$ cat config.mk
export PLATFORM = sky130hd
export DESIGN_NAME = lin_interpolator
export DESIGN_NICKNAME = d
export VERILOG_FILES = /design/src/rtl/lin_interpolator.sv
export SDC_FILE = /design/constraint.sdc
export NUM_CORES = 1
export LEC_CHECK = 0
export CORE_UTILIZATION = 63
export DETAILED_ROUTE_END_ITERATION = 10
export GPL_TIMING_DRIVEN = 0
export PLACE_DENSITY = 0.87
export SLEW_MARGIN = 20
export SYNTH_ARGS = -nofsm -noshare
export SYNTH_HDL_FRONTEND = slang
export SYNTH_SLANG_ARGS = --single-unit
$ cat constraint.sdc
create_clock -name clk -period 3.8 [get_ports clk]
set_input_delay 0.76 -clock clk [delete_from_list [all_inputs] [get_ports clk]]
set_output_delay 0.76 -clock clk [all_outputs]
set_load 0.03 [all_outputs]
$ cat src/rtl/lin_interpolator.sv
// ---------------------------------------------------------------------------
// lin_interpolator
//   Linear-interpolating upsampler feeding the DeltaSigma modulator. Accepts
//   low-rate signed samples over valid/ready and emits R = 2**LOG2R linearly
//   interpolated samples per input, one per clk.
//
// Parameters
//   DATA_W  sample width (two's complement), input and output
//   LOG2R   log2 of the interpolation ratio R (legal 1..6)
//   CNT_W   width of the saturating underrun counter
//
// Ports
//   clk           single clock, rising edge
//   reset         synchronous, active-high; clears all state
//   in_data       signed input sample
//   in_valid      in_data valid
//   in_ready      registered; transfer = in_valid & in_ready
//   out_data      signed interpolated sample (to DeltaSigma data_in)
//   out_valid     high every cycle once running; only reset drops it
//   underrun_cnt  saturating count of periods with no new sample available
//
// Configuration
//   INTERP_ROUND_EN  defined: output rounds half up; undefined: output
//                    truncates toward -inf.
// ---------------------------------------------------------------------------
module lin_interpolator #(
    parameter int DATA_W = 14,
    parameter int LOG2R  = 2,
    parameter int CNT_W  = 8
) (
    input  logic                     clk,
    input  logic                     reset,
    input  logic signed [DATA_W-1:0] in_data,
    input  logic                     in_valid,
    output logic                     in_ready,
    output logic signed [DATA_W-1:0] out_data,
    output logic                     out_valid,
    output logic [CNT_W-1:0]         underrun_cnt
);

    localparam int ACC_W  = DATA_W + LOG2R + 1;
    localparam int DIFF_W = DATA_W + 1;
    localparam logic [LOG2R-1:0] PH_LAST = {LOG2R{1'b1}};
    localparam logic [CNT_W-1:0] CNT_MAX = {CNT_W{1'b1}};

    typedef enum logic [1:0] {
        ST_IDLE  = 2'd0,
        ST_PRIME = 2'd1,
        ST_RUN   = 2'd2
    } state_t;

    state_t                    state_r, state_s;
    logic signed [DATA_W-1:0]  buf_r, buf_s;
    logic                      buf_full_r, buf_full_s;
    logic                      in_ready_r;
    logic signed [DATA_W-1:0]  prev_r, prev_s;
    logic signed [DATA_W-1:0]  curr_r, curr_s;
    logic signed [DIFF_W-1:0]  diff_r, diff_s;
    logic signed [ACC_W-1:0]   acc_r, acc_s;
    logic [LOG2R-1:0]          phase_r, phase_s;
    logic signed [DATA_W-1:0]  out_data_r, out_data_s;
    logic                      out_valid_r, out_valid_s;
    logic [CNT_W-1:0]          cnt_r, cnt_s;

    logic                      transfer_s;
    logic                      consume_s;
    logic                      do_load_s;
    logic                      underrun_s;
    logic signed [ACC_W-1:0]   curr_scaled_s;
    logic signed [ACC_W-1:0]   acc_step_s;
    logic signed [ACC_W-1:0]   acc_out_s;
    logic signed [DATA_W-1:0]  interp_s;

    assign transfer_s    = in_valid & in_ready_r;
    // curr << LOG2R, sign-extended to the accumulator width
    assign curr_scaled_s = {curr_r[DATA_W-1], curr_r, {LOG2R{1'b0}}};
    assign acc_step_s    = acc_r + {{LOG2R{diff_r[DIFF_W-1]}}, diff_r};

`ifdef INTERP_ROUND_EN
    localparam logic signed [ACC_W-1:0] HALF_LSB = ACC_W'(1) <<< (LOG2R - 1);
    // Half an output LSB added before the shift gives round-half-up
    assign acc_out_s = acc_r + HALF_LSB;
`else
    assign acc_out_s = acc_r;
`endif

    // acc stays between prev<<LOG2R and curr<<LOG2R, so dropping the top bits is lossless
    assign interp_s = DATA_W'(acc_out_s >>> LOG2R);

    // Buffer occupancy: a transfer can only happen while empty, a consume only while full
    assign buf_full_s = transfer_s ? 1'b1 : (consume_s ? 1'b0 : buf_full_r);
    assign buf_s      = transfer_s ? in_data : buf_r;

    // Next-state and datapath update for the interpolation FSM
    always_comb begin
        state_s     = state_r;
        prev_s      = prev_r;
        curr_s      = curr_r;
        diff_s      = diff_r;
        acc_s       = acc_r;
        phase_s     = phase_r;
        out_data_s  = out_data_r;
        out_valid_s = out_valid_r;
        cnt_s       = cnt_r;
        consume_s   = 1'b0;
        do_load_s   = 1'b0;
        underrun_s  = 1'b0;

        case (state_r)
            ST_IDLE: begin
                if (buf_full_r) begin
                    curr_s    = buf_r;
                    consume_s = 1'b1;
                    state_s   = ST_PRIME;
                end else begin
                    state_s   = ST_IDLE;
                end
            end
            ST_PRIME: begin
                if (buf_full_r) begin
                    do_load_s = 1'b1;
                    state_s   = ST_RUN;
                end else begin
                    state_s   = ST_PRIME;
                end
            end
            ST_RUN: begin
                out_data_s  = interp_s;
                out_valid_s = 1'b1;
                acc_s       = acc_step_s;
                phase_s     = phase_r + LOG2R'(1);
                if (phase_r == PH_LAST) begin
                    if (buf_full_r) begin
                        do_load_s  = 1'b1;
                    end else begin
                        underrun_s = 1'b1;
                    end
                end else begin
                    do_load_s  = 1'b0;
                end
            end
            default: begin
                state_s = ST_IDLE;
            end
        endcase

        // Segment boundary: start a new ramp, or hold curr when no sample is waiting
        case ({do_load_s, underrun_s})
            2'b10: begin
                prev_s    = curr_r;
                curr_s    = buf_r;
                diff_s    = {buf_r[DATA_W-1], buf_r} - {curr_r[DATA_W-1], curr_r};
                acc_s     = curr_scaled_s;
                phase_s   = {LOG2R{1'b0}};
                consume_s = 1'b1;
            end
            2'b01: begin
                prev_s  = curr_r;
                acc_s   = curr_scaled_s;
                diff_s  = {DIFF_W{1'b0}};
                phase_s = {LOG2R{1'b0}};
                if (cnt_r != CNT_MAX) begin
                    cnt_s = cnt_r + CNT_W'(1);
                end else begin
                    cnt_s = cnt_r;
                end
            end
            default: begin
            end
        endcase
    end

    // State and datapath registers with synchronous reset
    always_ff @(posedge clk) begin
        if (reset) begin
            state_r     <= ST_IDLE;
            buf_r       <= {DATA_W{1'b0}};
            buf_full_r  <= 1'b0;
            in_ready_r  <= 1'b1;
            prev_r      <= {DATA_W{1'b0}};
            curr_r      <= {DATA_W{1'b0}};
            diff_r      <= {DIFF_W{1'b0}};
            acc_r       <= {ACC_W{1'b0}};
            phase_r     <= {LOG2R{1'b0}};
            out_data_r  <= {DATA_W{1'b0}};
            out_valid_r <= 1'b0;
            cnt_r       <= {CNT_W{1'b0}};
        end else begin
            state_r     <= state_s;
            buf_r       <= buf_s;
            buf_full_r  <= buf_full_s;
            in_ready_r  <= ~buf_full_s;
            prev_r      <= prev_s;
            curr_r      <= curr_s;
            diff_r      <= diff_s;
            acc_r       <= acc_s;
            phase_r     <= phase_s;
            out_data_r  <= out_data_s;
            out_valid_r <= out_valid_s;
            cnt_r       <= cnt_s;
        end
    end

    assign in_ready     = in_ready_r;
    assign out_data     = out_data_r;
    assign out_valid    = out_valid_r;
    assign underrun_cnt = cnt_r;

endmodule

Word level (Yosys, flattened, before mapping):

Index checks and enable logic that the tools add are counted.
Widths: inputs -> output; s select.

* add/sub/neg operators: 4
* equal/unequal tests: 6
* multiplexer cells: 19
* bitwise operators: 2
* reductions and logical operators: 9

Operators by type and width (count)
* $mux 14: 3
* $mux 17: 2
* $pmux 15 s2: 1
* $add 17x17->17: 1
* $sub 14x14->15: 1
* $mux 1: 10
* $add 8x1->8 const B: 1
* $ne 8x8->1 const B: 1
* $reduce_bool 2->1: 4
* $eq 2x2->1 const B: 3
* $pmux 2 s3: 1
* $eq 2x1->1 const B: 2
* $reduce_and 2->1: 2
* $reduce_or 3->1: 1
* $add 2x1->2 const B: 1
* $logic_not 2->1: 1
* $mux 2: 1
* $pmux 1 s2: 1
* $reduce_or 2->1: 1
* $and 1x1->1: 1
* $not 1->1: 1

* register bits: 89
* input port bits: 17
* output and inout bits: 24
* word-level logic and storage cells: 52

Longest topological paths before layout:

Gate-level depths: netlist of the first run.

* depth after elaboration: 8
* mapped depth: 15
* depth with buffers taken out: 12

Worst setup path after synthesis of the first run:

No wires, ideal clock.

* path kind: reg-to-reg
* from: reg state_r[0]
* to: reg diff_r[13]
* library setup time: 0.062 ns
* data arrival time: 2.538 ns
* data required time: 3.738 ns
* slack: 1.200 ns
* stages on the path, launching flop included: 12
* buffers on the path: 3
* clock period less this slack: 2.600 ns
* cells stage by stage: dfxtp_1 -> inv_1 -> ha_1 -> clkbuf_1 -> nand2_1 -> or2_2 -> ha_1 -> buf_2 -> or3_1 -> buf_2 -> or4_1 -> nand3_1

* cells in the longest elaborated chain, start to end: 4
* elaborated cells between the ends (all ways): 8
* those cells by class: eq/ne (4); mux (3); reduce/logical (1)

Ends and longest elaborated chain
* from (decl): line 52 `state_t state_r, state_s;`
* from (signal assigned): line 189 `state_r <= state_s;`
* $eq 2x2->1 / $eq 2x1->1 (equally long branches): line 109 `case (state_r)`
* $pmux 1 s2 / $mux 1 (equally long branches): line 109
* $eq 2x1->1 / $eq 2x2->1 (equally long branches)
* $pmux 15 s2 / $reduce_bool 2->1 (equally long branches)
* to (signal assigned): line 182 `diff_r <= {DIFF_W{1'b0}};`
* to (signal assigned): line 195 `diff_r <= diff_s;`
* to (decl): line 58 `logic signed [DIFF_W-1:0] diff_r, diff_s;`

Parallel ways exist; a longest one is shown, timed or not.
A chain may end at the register's enable or synchronous reset.

Final worst setup path of the first run:

* from: reg state_r[0]
* to: reg acc_r[8], in the netlist acc_out_s[8]

* cells in the longest elaborated chain, start to end: 5
* elaborated cells between the ends (all ways): 9
* those cells by class: eq/ne (4); mux (3); reduce/logical (2)

Ends and longest elaborated chain
* $eq 2x2->1 / $eq 2x1->1 (equally long branches): line 109
* $pmux 1 s2 / $mux 1 (equally long branches): line 109
* $eq 2x1->1 / $eq 2x2->1 (equally long branches)
* $reduce_or 2->1 (no line)
* $mux 17 / $reduce_bool 2->1 (equally long branches)
* to (signal assigned): line 183 `acc_r <= {ACC_W{1'b0}};`
* to (signal assigned): line 196 `acc_r <= acc_s;`
* to (decl): line 59 `logic signed [ACC_W-1:0] acc_r, acc_s;`

Parallel ways exist; a longest one is shown, timed or not.

==> results of run 1 <==
[layout make-up]
cell class              count  area [sq um]  share of cell area, %
clock buffers              11           141                   2.59
plain buffers              25          98.8                   1.81
clock inverters             5          32.5                  0.596
repair buffers             40           400                   7.33
multi-input cells         438          2770                   50.7
flip-flops and latches     88          1760                   32.3
well taps                  99           124                   2.27
inverters                  36           135                   2.48
[cells in the final DEF (no fill, tap or decap), types with 16 or more instances in the layout]
cell	n
dfxtp_1	88
nand2_1	87
nor2_1	67
a21oi_1	60
clkdlybuf4s50_1	40
inv_1	36
ha_1	36
mux2i_1	28
o21ai_0	24
clkbuf_1	18
xnor2_1	16
[critical path: stages, from the launching register on]
cell	delay, ns
dfxtp_1	0.33
inv_1	0.10
ha_1	0.16
clkbuf_1	0.25
nand2_1	0.10
or2_2	0.30
ha_1	0.27
buf_2	0.18
clkbuf_1	0.45
clkbuf_1	0.48
nor2_1	0.10
a311oi_1	0.25
[synth_stat cells (all sizes together) (2+ instances only)]
| master | instances | area share, % |
|---|---|---|
| a21oi | 60 | 6.3 |
| o21bai | 2 | 0.32 |
| nand3b | 2 | 0.32 |
| a211oi | 11 | 1.7 |
| a31oi | 6 | 0.92 |
| xnor2 | 16 | 2.9 |
| inv | 36 | 2.8 |
| nand2 | 87 | 6.9 |
| o211ai | 2 | 0.42 |
| nand3 | 9 | 0.95 |
| mux2i | 28 | 5.9 |
| o21ai | 28 | 2.9 |
| o31a | 2 | 0.37 |
| ha | 36 | 9.5 |
| nand2b | 5 | 0.66 |
| fa | 2 | 0.84 |
| or3 | 4 | 0.53 |
| and3 | 6 | 0.89 |
| a221o | 3 | 0.63 |
| a311oi | 3 | 0.55 |
| dfxtp | 88 | 37 |
| nor3 | 8 | 0.84 |
| a22oi | 2 | 0.32 |
| a21o | 8 | 1.3 |
| clkbuf | 17 | 1.3 |
| o22ai | 2 | 0.26 |
| nor2b | 5 | 0.66 |
| nand4 | 7 | 0.92 |
| nor2 | 67 | 5.3 |
| buf | 8 | 0.74 |
| xor2 | 10 | 1.8 |
[per-layer routing]
metal | vias up | part of all wire [%]
met2 | 166 | 47
met3 | 26 | 6.2
li1 | 2134 | -
met4 | 0 | 2.4
met5 | - | 0
met1 | 2017 | 45
[logic make-up after synthesis]
kind of cell | Yosys count | share of synthesized area [%]
XOR/XNOR | 26 | 4.78
AND/OR/NAND/NOR | 207 | 19.1
AO/OA/AOI/OAI | 138 | 17.7
adder cells (fa/ha/maj) | 38 | 10.3
multiplexers | 29 | 6.12
buffers and inverters | 61 | 4.91
flip-flops | 88 | 37.0
[sequential cells by signal, summed over array words and instances, names as in the netlist]
| register | flops |
|---|---|
| diff_r | 15 |
| acc_out_s | 16 |
| state_r | 2 |
| out_valid | 1 |
| curr_r | 14 |
| buf_r | 14 |
| buf_full_r | 1 |
| out_data | 14 |
| underrun_cnt | 8 |
| in_ready | 1 |
| phase_r | 2 |
[how the worst max path moves through the flow]
stage,from,endpoint
final,state_r[0],acc_out_s[8]
after detailed placement,state_r[0],acc_out_s[8]
after global routing,state_r[0],acc_out_s[8]
after CTS,state_r[0],acc_out_s[8]
after global placement,state_r[0],acc_out_s[3]
after floorplan,state_r[0],diff_r[13]
[report_power, final]
| group | total [mW] | leakage [nW] | internal, mW | switching, mW |
|---|---|---|---|---|
| clock network | 0.600 | 0.0813 | 0.254 | 0.346 |
| logic | 0.266 | 1.39 | 0.113 | 0.154 |
| registers | 0.963 | 0.712 | 0.943 | 0.0209 |
[per-stage QoR]
stage                     worst slack (ns)  power, mW  util (%)
final                                0.733       1.83      74.9
after global routing                 0.492       1.90      74.9
after CTS                            0.737       1.82      74.9
after detailed placement             0.787       1.24      72.5
after global placement               0.839       1.23      72.5
after floorplan                       1.20       1.17         -
==> reports/results.ini, run 1 <==
[cts]
cts_root_buf = clkbuf_8
ctsResizeCount = 0
clk_pin_slew_worst_paths_ns = 0.09
tritoncts = yes
cts_sinks = 88
postCtsHoldBufs = 0
clk_latency_ns = 0.36
cts_buffers = 9
clockBufferDepth = 2
htreeDepth = 3
post-cts-setup-buffer-count = 0

[global_routing]
grt_use_met2_pct = 50.6
met1_usage_pct = 39.2
grt_util_met3_pct = 3.88
first_global_vias = 3838
busiest_layer = met2
grt_pass1_wl_um = 18000
grt_usage_pct = 30.2
antenna_found_initial = 0
grt-ovfl-total = 0
grt_max_degree = 15

[layout]
stdcell_count = 742
drive_above_1_share_pct = 4.04
antenna_cells = 0
nets = 693
area_delta_synth_final_pct = 14.7
num-fill-cells = 570
postLayoutCellArea_sq_mm = 0.00546

[placement]
portBuffers = 40
dp.cells = 726
post_dp_cell_area_sq_mm = 0.00529
gp_congestion = 0.958
dpl.hpwl_um = 8470

[detailed_routing]
drtIter0Drc = 330
postRouteAntennaNets = 0
drc = 0
wl_um = 11500
num_vias = 4343
via_per_inst = 5.85
first_pass_iters = 5
wl_per_cell_um = 15.5

[worst_setup_path]
worstSetupStartpointType = register
r2r_slack_ns = 0.73
worstRegToRegCells = 11
reg2reg_to = acc_out_s[8]
crit_type = register to register
crit_path_end_kind = register
r2r_start = state_r[0]
worstPathRequired_ns = 4.07
worstPathArrival_ns = 3.34
crit_fanout = 10

[yosys]
ys.flop_type = dfxtp_1
syn_area_sq_mm = 0.00476
yosysWarnings = 0
async_flop_share_pct = 0
synth_fp_nets = 642
synth.avg_cell_area_sq_um = 8.11
synth_seq_cells = 88
ys_seq_area_share_pct = 37.0
synth.distinct_cells = 53
synth-edff-count = 0
synth_cells = 587

[timing]
setup_viol = 0
clock_skew_ns = 0.00599
final.period_utilization_pct = 80.7
max_slew_margin_pct = 61.2
finalHoldViolCount = 0
final_max_slew_viol_count = 0
layout_min_cycle_time_ns = 3.07
worst_slew_pin_slew_ns = 0.582
timing.hold.ws_ns = 0.458
max_clock_freq_mhz = 326
tns_ns = 0
rsz0062_at_grt = false

[floorplanning]
die_h_um = 88.9
start_util_pct = 65.3
die_w_um = 88.9
coreArea_sq_mm = 0.00729
ios = 41
num_rows = 31
dieArea_sq_mm = 0.00791

[worst_hold_path]
hold_end = curr_r[5]
min_path_type = register to register
hp-start = curr_r[5]
whs_path_depth = 2

[pwr]
p_per_area_mw_per_mm2 = 335
p_leak_nw = 2.18
ir_worst_vdd_uv = 279

[flow_run]
maxCapViolations = 0

[run_status]
status = completed

Note: power is estimated with default switching activity, not from simulation.
==> run 2, diff against run 1 <==
--- a/config.mk
+++ b/config.mk
@@ -5,10 +5,10 @@
 export SDC_FILE = /design/constraint.sdc
 export NUM_CORES = 1
 export LEC_CHECK = 0
-export CORE_UTILIZATION = 63
+export CORE_UTILIZATION = 58
 export DETAILED_ROUTE_END_ITERATION = 10
 export GPL_TIMING_DRIVEN = 0
-export PLACE_DENSITY = 0.87
+export PLACE_DENSITY = 0.81
 export SLEW_MARGIN = 20
 export SYNTH_ARGS = -nofsm -noshare
 export SYNTH_HDL_FRONTEND = slang
==> constraint.sdc (replaced) <==
create_clock -name clk -period 3.1 [get_ports clk]
set_input_delay 0.62 -clock clk [delete_from_list [all_inputs] [get_ports clk]]
set_output_delay 0.62 -clock clk [all_outputs]
set_load 0.03 [all_outputs]
==> run 2 against run 1 <==
  * Die area increased by 8.4%
  * Combinational power increased by 23%
  * Cell area increased by 0.39%
  * Maximum frequency increased by 5.8%
  * Global-route usage decreased by 2.3 points
  * Via count decreased by 2.8%
  * Count of clock-buffer cells in the layout decreased by 1
  * Sequential share of layout area decreased by 0.13 points
  * First-iteration DRC count increased by 12%
  * Register-to-register slack got worse by 0.53 ns
  * Sequential cell count unchanged
  * Worst hold slack got worse by 0.0020 ns
  * Critical path type unchanged
  * Largest cell class unchanged
==> reports/results.ini, run 2 (synthesis gave the netlist of run 1 again) <==
[placement]
gp_congestion = 0.905
dpl.hpwl_um = 8710
dp.cells = 729
dpl_worst_slack_ns = 0.128
portBuffers = 40
post_dp_cell_area_sq_mm = 0.00529

[worst_setup_path]
crit_path_end_kind = register
cpMaxStageDelayCell = or4_1
worstPathRequired_ns = 3.41
worstSetupStartpointType = register
crit_path_max_incr_delay_ns = 0.50
r2r_slack_ns = 0.20
crit_fanout = 9
worstPathArrival_ns = 3.21
cp_cell_sequence = inv_1, ha_1, clkbuf_1, nand2_1, or2_2, ha_1, buf_2, or3_1, buf_2, or4_1, nand3_1
crit_type = register to register

[global_routing]
antenna_found_initial = 0
first_global_vias = 3955
grt_max_degree = 16
grt_usage_pct = 27.9
grt-ovfl-total = 0
grt_pass1_wl_um = 18700

[layout]
drive_above_1_share_pct = 4.51
stdcell_count = 745
nets = 693
area_delta_synth_final_pct = 15.1
layout_common_cells = dfxtp_1 (88), nand2_1 (87), nor2_1 (67)
final_common_cell = dfxtp_1
antenna_cells = 0
postLayoutCellArea_sq_mm = 0.00548
largest_register_ffs = 16

[detailed_routing]
drc = 0
postRouteAntennaNets = 0
wl_um = 11300
first_pass_iters = 5
drtIter0Drc = 368
wl_per_cell_um = 15.2
via_per_inst = 5.67
num_vias = 4221

[pwr]
p_int_mw = 1.61
ir_worst_vdd_uv = 274
p_per_area_mw_per_mm2 = 412
seq_power_share_pct = 52.2
sw_frac_of_total_pct = 28.8
p_switching_mw = 0.651
p_clk_share_pct = 33.3
p_leak_nw = 2.19
comb_power_share_pct = 14.4

[cts]
cts_root_buf = clkbuf_8
cts_sinks = 88
postCtsHoldBufs = 0
cts_buffers = 9
clockBufferDepth = 2
htreeDepth = 3
clk_pin_slew_worst_paths_ns = 0.10
post-cts-setup-buffer-count = 0
tritoncts = yes
clk_latency_ns = 0.37
ctsResizeCount = 0

[timing]
clock_skew_ns = 0.00793
setup_viol = 0
final_max_slew_viol_count = 0
max_clock_freq_mhz = 345
max_slew_margin_pct = 57.4
finalHoldViolCount = 0
tns_ns = 0
rsz0062_at_grt = false
timing.hold.ws_ns = 0.456
fin_ws_ns = 0.202
worst_slew_pin_slew_ns = 0.640
layout_min_cycle_time_ns = 2.90
final.period_utilization_pct = 93.5

[run_status]
status = completed

[floorplanning]
num_rows = 32
coreArea_sq_mm = 0.00785
die_w_um = 92.6
ios = 41
dieArea_sq_mm = 0.00857
start_util_pct = 60.7
die_h_um = 92.6

[worst_hold_path]
min_path_type = register to register

[flow_run]
maxCapViolations = 0

## run 2: cell count changes in the layout (fill, tap and decap cells not counted)
cell	change
inv_6	+1
a31oi_2	-1
clkinv_4	+1
clkbuf_1	-3
clkinvlp_4	-1
a31oi_4	+1
clkbuf_2	+2
## run 2: worst paths after layout
| path | from | to | cells after the start |
|---|---|---|---|
| worst max-delay path | state_r[0] | diff_r[13] | 11 |
| worst min-delay path | curr_r[5] | curr_r[5] | 2 |
| worst max register to register | state_r[0] | diff_r[13] | 11 |
| worst min register to register | curr_r[5] | curr_r[5] | 2 |
## run 2: stage by stage
stage	util, %	power (mW)
after CTS	69.7	2.25
after global placement	67.4	1.52
after floorplan	-	1.44
after detailed placement	67.4	1.53
after global routing	69.8	2.36
final	69.8	2.26
## run 2: per-layer routing
metal	vias up	track usage [%]	routed length [um]
met3	16	4.76	613
met1	1948	36.8	5160
met2	124	46.7	5350
li1	2133	-	-
met4	0	8.20	162
met5	-	0	0
## run 2: area by class of cell
class / instances / area (sq um)
fill: 658 / 2370
buffer: 25 / 101
timing repair buffer: 40 / 400
inverter: 36 / 135
clock inverter: 6 / 42.5
clock buffer: 10 / 138
multi-input combinational: 438 / 2770
sequential: 88 / 1760
tap: 102 / 128
## run 2: power by group through the flow
stage	logic (mW)	registers, mW	clock network, mW
after floorplan	0.237	1.20	0
after global placement	0.312	1.20	0
after detailed placement	0.320	1.21	0
after CTS	0.323	1.18	0.751
after global routing	0.364	1.18	0.809
final	0.326	1.18	0.753
## run 2: critical path, delay by kind of cell, from the launching register on
family                   cells  cell delay, ns
AND/OR/NAND/NOR              5            1.38
buffers and inverters        4            0.68
adder cells (fa/ha/maj)      2            0.43
flip-flops                   1            0.34
